===== config.mk =====
export PLATFORM = sky130hd
export DESIGN_NAME = ps2_scan_rx
export DESIGN_NICKNAME = d
export VERILOG_FILES = /design/src/rtl/ps2_pkg.sv /design/src/rtl/ps2_line_filter.sv /design/src/rtl/ps2_scan_rx.sv
export SDC_FILE = /design/constraint.sdc
export NUM_CORES = 1
export LEC_CHECK = 0
export ABC_CLOCK_PERIOD_IN_PS = 4200
export BUFFER_PORTS_ARGS = -buffer_cell sky130_fd_sc_hd__buf_2
export CAP_MARGIN = 5
export CORE_MARGIN = 2
export CORE_UTILIZATION = 55
export DETAILED_ROUTE_END_ITERATION = 10
export GPL_ROUTABILITY_DRIVEN = 0
export HOLD_SLACK_MARGIN = 0.1
export PLACE_DENSITY = 0.78
export REMOVE_ABC_BUFFERS = 1
export SLEW_MARGIN = 20
export SYNTH_ARGS = -nofsm -noshare
export SYNTH_HDL_FRONTEND = slang
export SYNTH_HIERARCHICAL = 1
export SYNTH_SLANG_ARGS = --single-unit

===== constraint.sdc =====
create_clock -name clk -period 4.2 [get_ports clk]
set_input_delay 0.84 -clock clk [delete_from_list [all_inputs] [get_ports clk]]
set_output_delay 0.84 -clock clk [all_outputs]
set_load 0.03 [all_outputs]

===== src/rtl/ps2_pkg.sv =====
// Shared PS/2 receiver types and constants.
package ps2_pkg;
    typedef enum logic [1:0] {IDLE, DATA, PARITY, STOP} ps2_state_t;
    localparam logic [7:0] PS2_BREAK     = 8'hF0;
    localparam logic [7:0] PS2_EXT       = 8'hE0;
    localparam int         PS2_DATA_BITS = 8;
endpackage


===== src/rtl/ps2_line_filter.sv =====
// 2-FF synchronizer plus deglitch: the output follows the line only after
// FILT_LEN consecutive synchronized samples that disagree with it. Idles high.
module ps2_line_filter #(
    parameter int FILT_LEN = 8
) (
    input  logic clk,
    input  logic reset,
    input  logic din,
    output logic dout
);
    localparam int CW = $clog2(FILT_LEN + 1);

    logic [1:0]    sync;
    logic [CW-1:0] cnt;

    always_ff @(posedge clk or posedge reset) begin
        if (reset) begin
            sync <= 2'b11;
            cnt  <= '0;
            dout <= 1'b1;
        end else begin
            sync <= {sync[0], din};
            // a binary line that differs from dout means every counted sample was equal
            if (sync[1] == dout)
                cnt <= '0;
            else if (cnt == CW'(FILT_LEN - 1)) begin
                dout <= sync[1];
                cnt  <= '0;
            end else
                cnt <= cnt + 1'b1;
        end
    end
endmodule


===== src/rtl/ps2_scan_rx.sv =====
// PS/2 device-to-host frame receiver producing 8-bit scan codes.
// Optional PS2_BREAK_FILTER_EN suppresses F0/E0 and the byte following F0.
module ps2_scan_rx
    import ps2_pkg::*;
#(
    parameter int FILT_LEN    = 8,
    parameter int TIMEOUT_CYC = 50000
) (
    input  logic       clk,
    input  logic       reset,
    input  logic       ps2_clk,
    input  logic       ps2_data,
    output logic [7:0] code,
    output logic       code_valid,
    output logic       parity_err,
    output logic       frame_err
);
    localparam int TW = $clog2(TIMEOUT_CYC);

    logic       kclk, kdat, kclk_q, fall, timeout;
    ps2_state_t state, state_n;
    logic [7:0] shift, shift_n;
    logic [2:0] bit_cnt, bit_cnt_n;
    logic       par, par_n;
    logic       ok_n, show_n, perr_n, ferr_n;
    logic [TW-1:0] to_cnt;

    ps2_line_filter #(.FILT_LEN(FILT_LEN)) u_clk_filt (.clk(clk), .reset(reset), .din(ps2_clk),  .dout(kclk));
    ps2_line_filter #(.FILT_LEN(FILT_LEN)) u_dat_filt (.clk(clk), .reset(reset), .din(ps2_data), .dout(kdat));

    assign fall    = kclk_q & ~kclk;
    assign timeout = (state != IDLE) && (to_cnt == TW'(TIMEOUT_CYC - 1));

`ifdef PS2_BREAK_FILTER_EN
    logic brk, brk_n;
`endif

    always_comb begin
        state_n   = state;
        shift_n   = shift;
        bit_cnt_n = bit_cnt;
        par_n     = par;
        ok_n      = 1'b0;
        perr_n    = 1'b0;
        ferr_n    = 1'b0;
        // timeout takes priority over a coincident fall event
        if (timeout) begin
            state_n = IDLE;
            shift_n = '0;
            ferr_n  = 1'b1;
        end else if (fall) begin
            case (state)
                IDLE: if (!kdat) begin
                    state_n   = DATA;
                    bit_cnt_n = '0;
                    shift_n   = '0;
                end
                DATA: begin
                    shift_n[bit_cnt] = kdat;
                    bit_cnt_n        = bit_cnt + 1'b1;
                    if (bit_cnt == 3'(PS2_DATA_BITS - 1)) state_n = PARITY;
                end
                PARITY: begin
                    par_n   = kdat;
                    state_n = STOP;
                end
                STOP: begin
                    state_n = IDLE;
                    if (!kdat)                 ferr_n = 1'b1;
                    else if (!(^{shift, par})) perr_n = 1'b1;
                    else                       ok_n   = 1'b1;
                end
                default: state_n = IDLE;
            endcase
        end
        show_n = ok_n;
`ifdef PS2_BREAK_FILTER_EN
        brk_n = brk;
        if (perr_n || ferr_n)
            brk_n = 1'b0;
        else if (ok_n) begin
            if (shift == PS2_BREAK) begin
                brk_n  = 1'b1;
                show_n = 1'b0;
            end else if (shift == PS2_EXT)
                show_n = 1'b0;
            else if (brk) begin
                brk_n  = 1'b0;
                show_n = 1'b0;
            end
        end
`endif
    end

    always_ff @(posedge clk or posedge reset) begin
        if (reset) begin
            state      <= IDLE;
            shift      <= '0;
            bit_cnt    <= '0;
            par        <= 1'b0;
            to_cnt     <= '0;
            kclk_q     <= 1'b1;
            code       <= 8'h00;
            code_valid <= 1'b0;
            parity_err <= 1'b0;
            frame_err  <= 1'b0;
        end else begin
            state      <= state_n;
            shift      <= shift_n;
            bit_cnt    <= bit_cnt_n;
            par        <= par_n;
            kclk_q     <= kclk;
            code_valid <= show_n;
            parity_err <= perr_n;
            frame_err  <= ferr_n;
            if (show_n) code <= shift;
            if (state == IDLE || fall) to_cnt <= '0;
            else if (!timeout)         to_cnt <= to_cnt + 1'b1;
        end
    end

`ifdef PS2_BREAK_FILTER_EN
    always_ff @(posedge clk or posedge reset) begin
        if (reset) brk <= 1'b0;
        else       brk <= brk_n;
    end
`endif
endmodule


==> run_results.csv, run 1 <==
group,metric,value,unit
worst_setup_path,path_cells,"or4b_4 > nor4_4 > nor3b_1 > mux2_4 > mux2_4",
worst_setup_path,r2r_setup_slack,1.43,ns
grt,gr-usage-all-layers,18.0,%
worst_setup_path,timing_worst_setup_path_type,"flip-flop to flip-flop",
synthesis,synth_edf_count,0,
route,antenna_left,0,
status,outcome,"completed",
hold_path,min_path_type,"flip-flop to flip-flop",
worst_setup_path,r2r-end,"code[0]",
timing,setup_viol,0,
synthesis,synth_top_family_by_area,"simple AND/OR/NAND/NOR gates",
clock_network,htreeDepth,2,
final_layout,fillers,401,
worst_setup_path,critPathRequiredTime,4.40,ns
clock_network,clock_latency,0.31,ns
timing,fin_crit,2.77,ns
final_layout,nNetsFinal,278,
grt,grt_overflow,0,
synthesis,yosys.area.top_type,"dfrtp_1",
timing,maxSlewHeadroom,43.4,%
route,avgRoutedWirePerCell,13.7,um
placement,port-buffer-count,14,
synthesis,seq_area_frac_synth,51.7,%
timing,rsz0062_at_grt,"false",
worst_setup_path,endpoint_kind,"flip-flop",
floorplanning,rows,25,
grt,grt_pass1_vias,1741,
synthesis,synth_compound_area_share,7.94,%
clock_network,clkTransAtPathRegs,0.09,ns
synthesis,synth_area_leaders,"dfrtp_1 (45%), dfstp_2 (6.7%), mux2_4 (5.5%)",
synthesis,syn_inst,248,
worst_setup_path,cpMostUsedCell,"mux2_4",
grt,antenna_found_initial,0,
clock_network,clock_sinks,56,
clock_network,cts-root-buf,"clkbuf_8",
synthesis,syn_area_per_cell,11.0,um2
placement,dp_hpwl,3.26,mm
clock_network,hold_buffers,0,
grt,grt_pass1_wl,7.73,mm
synthesis,synth_top_area_share,45.0,%
final_layout,syn_to_final_growth,8.21,%
grt,grt_start_max_net_pins,43,
synthesis,synthSimpleGateAreaFrac,19.9,%
clock_network,cts_tree,"yes",
final_layout,drive_gt1_share,18.0,%
synthesis,synthMuxAreaShare,7.06,%
worst_setup_path,critPathArrivalTime,2.96,ns
floorplanning,die_w,74.4,um
floorplanning,initial_utilization,57.4,%
synthesis,synth_xor_area_share,7.39,%
timing,fin_skew,0.00972,ns
route,drt-total-wl,4.57,mm
clock_network,numCtsBuffers,5,
synthesis,synth_seq_cells,56,
timing,fin_crit_sh,65.8,%
power_and_ir_drop,p_per_area,447,nW/um2
floorplanning,die-area,5540,um2
clock_network,clockBufferDepth,2,
timing,hold_violations,0,
worst_setup_path,critPathTopFamily,"simple AND/OR/NAND/NOR gates",
clock_network,cts_setup_buffers,0,
worst_setup_path,worst-path-stages,5,
synthesis,ys_async_sr_fraction,100,%
synthesis,yosysWarnings,6,
worst_setup_path,cpMaxStageDelayCell,"nor4_4",
timing,slew_violations,0,
worst_setup_path,crit_fanout,17,
timing,hold_ws,0.359,ns
route,initialDrtViolationCount,151,
synthesis,synth_area,2730,um2
worst_setup_path,r2r-start,"to_cnt[5]",
synthesis,ys.flop_type,"dfrtp_1",
clock_network,cts_resized,0,
route,firstDrtPassIters,4,
synthesis,synth_cell_type_count,44,
final_layout,antenna_cells,0,
timing,max_freq,362,MHz
timing,setup_tns,0,ns
worst_setup_path,critPathLaunchType,"flip-flop",
worst_setup_path,cpPeakStageDelay,0.78,ns
route,via_count,1837,
synthesis,synthAdderAreaFrac,4.13,%
timing,worst_pin_slew,0.842,ns
worst_setup_path,critPathLaunch,"to_cnt[5]",
floorplanning,core,4750,um2
power_and_ir_drop,ir_drop,0.245,mV
route,avgViaCountPerCell,5.52,
worst_setup_path,reg2reg_depth,5,
floorplanning,io_pins,15,
worst_setup_path,crit_end,"code[0]",
worst_setup_path,critPathBufInv,0,
power_and_ir_drop,p_leak,0.00135,uW
flow_run,maxCapViolCount,0,
route,drcViolationCount,0,
floorplanning,fp.dieH,74.4,um
synth_stat cells, drive strengths merged (3+ instances only):
| cell type | n |
|---|---|
| and3 | 4 |
| and4 | 4 |
| clkbuf | 5 |
| dfrtp | 49 |
| dfstp | 7 |
| ha | 9 |
| inv | 9 |
| mux2 | 12 |
| nand2 | 23 |
| nand3 | 6 |
| nand3b | 3 |
| nand4 | 4 |
| nand4b | 4 |
| nor2 | 27 |
| nor2b | 6 |
| nor3 | 6 |
| o21ai | 11 |
| o22ai | 6 |
| xnor2 | 14 |
| xor2 | 9 |
power breakdown:
part / internal, uW / switching (uW) / leakage, uW
sequential: 618 / 81.1 / 0.000744
combinational: 142 / 198 / 0.000564
clock: 118 / 164 / 0.0000422
worst min path at each step:
stage,cells past startpoint,slack (ns),from,end
CTS,0,0.36,u_clk_filt/sync[0],u_clk_filt/sync[1]
detailed placement,0,0.35,u_clk_filt/sync[0],u_clk_filt/sync[1]
finish,0,0.36,u_clk_filt/sync[0],u_clk_filt/sync[1]
global placement,0,0.35,u_dat_filt/sync[0],u_dat_filt/sync[1]
global route,0,0.37,u_dat_filt/sync[0],u_dat_filt/sync[1]
floorplan,0,0.35,u_clk_filt/sync[0],u_clk_filt/sync[1]
metal layers:
layer,wire length [um],share of wire (%),up-vias,GRT usage [%]
met5,0,0,-,0
met4,84,1.8,0,6.55
met3,150,3.3,9,4.20
met2,2170,47,32,29.4
met1,2170,47,892,23.6
li1,-,-,904,-
cell families after synthesis:
family                   Yosys count
AND/OR/NAND/NOR                   99
flip-flops                        56
AO/OA/AOI/OAI                     33
XOR/XNOR                          23
buffers and inverters             14
multiplexers                      14
adder cells (fa/ha/maj)            9
cells in the final DEF (no fill, tap or decap), drive strengths merged, types with 2 or more instances in the layout:
cell type   n
nor2b       6
inv         9
nand4       4
nor4        2
a311oi      2
o22ai       6
o32ai       2
mux2       12
nand2b      2
nand3b      3
and4        4
nor2       27
xnor2      14
a21oi       2
a211oi      2
nand4b      4
nor3        6
buf        15
dfrtp      49
dfstp       7
nand3       6
nand2      23
or2         2
clkbuf      7
mux2i       2
o21ai      11
a22o        2
or4b        2
and3        4
ha          9
xor2        9
per-stage QoR:
stage | setup WS, ns | instances | area [um2] | power [uW] | util, %
after global placement | 1.53 | 325 | 2870 | 1030 | 60.4
after floorplan | 1.75 | 243 | 2710 | 961 | -
after detailed placement | 1.45 | 325 | 2870 | 1050 | 60.4
after CTS | 1.44 | 333 | 2950 | 1330 | 62.1
after global routing | 1.32 | 333 | 2950 | 1410 | 62.1
final | 1.43 | 333 | 2950 | 1320 | 62.1
worst reg2reg max path: cells and delay by family, from the launching register on:
kind,cells,cell delay [ns]
and+or+nand+nor,3,1.53
muxes,2,0.70
DFF,1,0.43
flip-flops by register name, indices dropped and copies added (netlist names), 2 cells and up:
name             count
to_cnt              16
u_dat_filt/cnt       4
code                 8
shift                8
state                2
u_clk_filt/sync      2
u_clk_filt/cnt       4
bit_cnt              3
u_dat_filt/sync      2
layout make-up:
class	count	area, um2	share of cell area (%)
clock inverters	1	5.00	0.170
repair buffers	15	77.6	2.63
clock buffers	7	76.3	2.59
multi-input cells	178	1260	42.9
well taps	67	83.8	2.84
inverters	9	33.8	1.14
flip-flops and latches	56	1410	47.8
No activity file was read; power rests on OpenSTA's default activity.
==> run 2, diff against run 1 <==
--- a/config.mk
+++ b/config.mk
@@ -5,7 +5,8 @@
 export SDC_FILE = /design/constraint.sdc
 export NUM_CORES = 1
 export LEC_CHECK = 0
-export ABC_CLOCK_PERIOD_IN_PS = 4200
+export ABC_AREA = 1
+export ABC_CLOCK_PERIOD_IN_PS = 2300
 export BUFFER_PORTS_ARGS = -buffer_cell sky130_fd_sc_hd__buf_2
 export CAP_MARGIN = 5
 export CORE_MARGIN = 2
@@ -13,7 +14,7 @@
 export DETAILED_ROUTE_END_ITERATION = 10
 export GPL_ROUTABILITY_DRIVEN = 0
 export HOLD_SLACK_MARGIN = 0.1
-export PLACE_DENSITY = 0.78
+export PLACE_DENSITY = 0.81
 export REMOVE_ABC_BUFFERS = 1
 export SLEW_MARGIN = 20
 export SYNTH_ARGS = -nofsm -noshare
==> constraint.sdc (replaced) <==
create_clock -name clk -period 2.3 [get_ports clk]
set_input_delay 0.46 -clock clk [delete_from_list [all_inputs] [get_ports clk]]
set_output_delay 0.46 -clock clk [all_outputs]
set_load 0.03 [all_outputs]
==> run 2 against run 1 <==
Global-route usage is 1.8 points higher. Design area grew 11%. First-iteration DRC count increased by 7.3%. Maximum frequency up 71%. Via count grew 32%. Setup slack lost 0.75 ns. Utilization up 1.1 points. Clock skew rose by 0.00089 ns.
==> run_results.csv, run 2 <==
group,metric,value,unit
final_layout,syn_to_final_growth,8.87,%
worst_setup_path,timing_worst_setup_path_type,"flip-flop to flip-flop",
synthesis,seq_area_frac_synth,46.7,%
final_layout,mostFrequentLayoutCell,"nand2_1",
synthesis,synth_area,3020,um2
floorplanning,core,5200,um2
timing,setup_ws,0.680,ns
route,initialDrtViolationCount,162,
timing,worst_pin_slew,0.519,ns
worst_setup_path,critPathLaunchType,"flip-flop",
synthesis,synth_seq_cells,56,
grt,grt_start_max_net_pins,43,
route,wl_met1,2.47,mm
clock_network,clock_latency,0.31,ns
clock_network,numCtsBuffers,5,
route,dr_wl_met3,166,um
synthesis,synth_area_leaders,"dfrtp_1 (41%), nand2_1 (13%), inv_1 (7.5%)",
synthesis,ys_async_sr_fraction,100,%
worst_setup_path,cpMostUsedCell,"inv_1",
final_layout,drive_gt1_share,13.2,%
final_layout,nNetsFinal,415,
grt,antenna_found_initial,0,
timing,fin_crit,1.62,ns
final_layout,mostFrequentLayoutCells,"nand2_1 (102), inv_1 (60), dfrtp_1 (49)",
worst_setup_path,cpMaxStageDelayCell,"dfrtp_1",
timing,hold_violations,0,
route,avgRoutedWirePerCell,11.1,um
worst_setup_path,path_cells,"inv_1 > ha_1 > inv_1 > o21a_1 > o21ai_2 > inv_1 > nand2_1 > inv_1 > o21ai_0",
final_layout,final_cells,473,
floorplanning,io_pins,15,
final_layout,largest_reg_flops,16,
final_layout,largestRegisters,"to_cnt: 16 flops, code: 8 flops, shift: 8 flops",
synthesis,syn_inst,380,
placement,dp_hpwl,3.88,mm
clock_network,cts_tree,"yes",
clock_network,clock_sinks,56,
worst_setup_path,cpPeakStageDelay,0.42,ns
grt,gr-usage-all-layers,19.8,%
clock_network,cts-root-buf,"clkbuf_8",
synthesis,synth_cell_type_count,30,
route,drcViolationCount,0,
placement,port-buffer-count,14,
placement,placed_cells,464,
final_layout,antenna_cells,0,
synthesis,ys.flop_type,"dfrtp_1",
flow_run,maxCapViolCount,0,
timing,setup_viol,0,
synthesis,yosys.area.top_type,"dfrtp_1",
grt,grt_overflow,0,
route,top_layer,"met4",
timing,slew_violations,0,
synthesis,synth.most_common_cell,"nand2_1",
route,antenna_left,0,
timing,max_freq,617,MHz
route,avgViaCountPerCell,5.14,
placement,post-place-ws,0.690,ns
timing,hold_ws,0.247,ns
floorplanning,rows,26,
route,via_count,2432,
worst_setup_path,endpoint_kind,"flip-flop",
worst_setup_path,critPathArrivalTime,1.84,ns
worst_setup_path,critPathTopFamily,"compound AO/OA/AOI/OAI gates",
floorplanning,die-area,6100,um2
clock_network,clkTransAtPathRegs,0.09,ns
floorplanning,fp.dieH,78.1,um
grt,grt_pass1_wl,9.77,mm
synthesis,yosysWarnings,6,
floorplanning,initial_utilization,58.0,%
hold_path,min_path_type,"primary input to flip-flop",
power_and_ir_drop,ir_drop,0.416,mV
timing,rsz0062_at_grt,"false",
final_layout,regMostFlops,"to_cnt",
status,outcome,"completed",
power_and_ir_drop,p_per_area,731,nW/um2
timing,fin_skew,0.0106,ns
floorplanning,die_w,78.1,um
synthesis,synth_top_area_share,40.6,%
clock_network,htreeDepth,2,
synthesis,synth_common_cells,"nand2_1 (102), inv_1 (60), dfrtp_1 (49)",
route,firstDrtPassIters,4,
route,met2_length,2.55,mm
worst_setup_path,crit_fanout,4,
timing,maxSlewHeadroom,65.4,%
timing,setup_tns,0,ns
route,drt-total-wl,5.27,mm
synthesis,synth_edf_count,0,
worst_setup_path,critPathBufInv,4,
timing,fin_crit_sh,70.4,%
worst_setup_path,critPathRequiredTime,2.52,ns
grt,grt_pass1_vias,2323,
synthesis,syn_area_per_cell,7.95,um2
clock_network,clockBufferDepth,2,
power_and_ir_drop,p_leak,0.00171,uW
run 2: changes by cell type in the layout (fill, tap and decap cells not counted), moves of 5 or more:
cell	previous run	this run
o21ai_1	0	8
nor3_1	6	11
a21oi_1	2	9
nor2b_1	6	0
nand3_1	6	39
nand2_1	23	102
o22ai_1	6	0
xnor2_1	14	4
o21ai_0	11	18
mux2_4	10	0
inv_1	9	60
xor2_1	9	1
run 2: cell type report:
cell class,instances,area [um2]
repair buffers,17,95.1
flip-flops and latches,56,1410
multi-input cells,259,1350
well taps,70,87.6
clock buffers,8,100
inverters,63,241
fillers,447,1920
run 2: logic make-up (layout without fill, tap and decap cells):
kind of cell    after synthesis  after routing  synth area share [%]
compound gates               41             41                  7.42
xor+xnor                      5              5                  1.45
buf+inv                      65             88                  8.50
flops                        56             56                  46.7
fa+ha+maj                     9              9                  3.73
simple gates                204            204                  32.2
run 2: per-layer routing:
layer,vias up,track usage [%]
li1,1255,-
met1,1122,24.2
met2,48,34.8
met3,7,3.68
met4,0,7.54
met5,-,0
run 2: timing repair:
action                                  4_1_cts  5_1_grt
endpoints found under the hold margin         8        0
setup buffers                                 0        0
resized for setup                             0        0
hold buffers                                  1        0
endpoints found under the setup margin        0        0
run 2: path summary, 6_finish.rpt:
kind	from	slack, ns	cells past startpoint	end
setup / recovery	state[0]	0.68	9	bit_cnt[1]
hold / removal	ps2_clk	0.25	1	u_clk_filt/sync[0]
setup reg to reg	state[0]	0.68	9	bit_cnt[1]
hold reg to reg	u_dat_filt/sync[0]	0.36	0	u_dat_filt/sync[1]
max in group asynchronous	reset	1.09	4	kclk_q
min in group asynchronous	reset	0.63	3	u_dat_filt/cnt[2]
run 2: through the flow:
step	utilization [%]	total power [uW]	cell area, um2
CTS	63.1	2430	3290
finish	63.1	2400	3290
global placement	61.0	1820	3180
detailed placement	61.0	1850	3180
global route	63.1	2590	3290
floorplan	-	1700	3000
run 2: power breakdown:
group	internal (uW)	switching, uW	total [uW]
Combinational	217	412	629
Sequential	1100	105	1210
Clock	275	293	568
Total	1590	811	2400
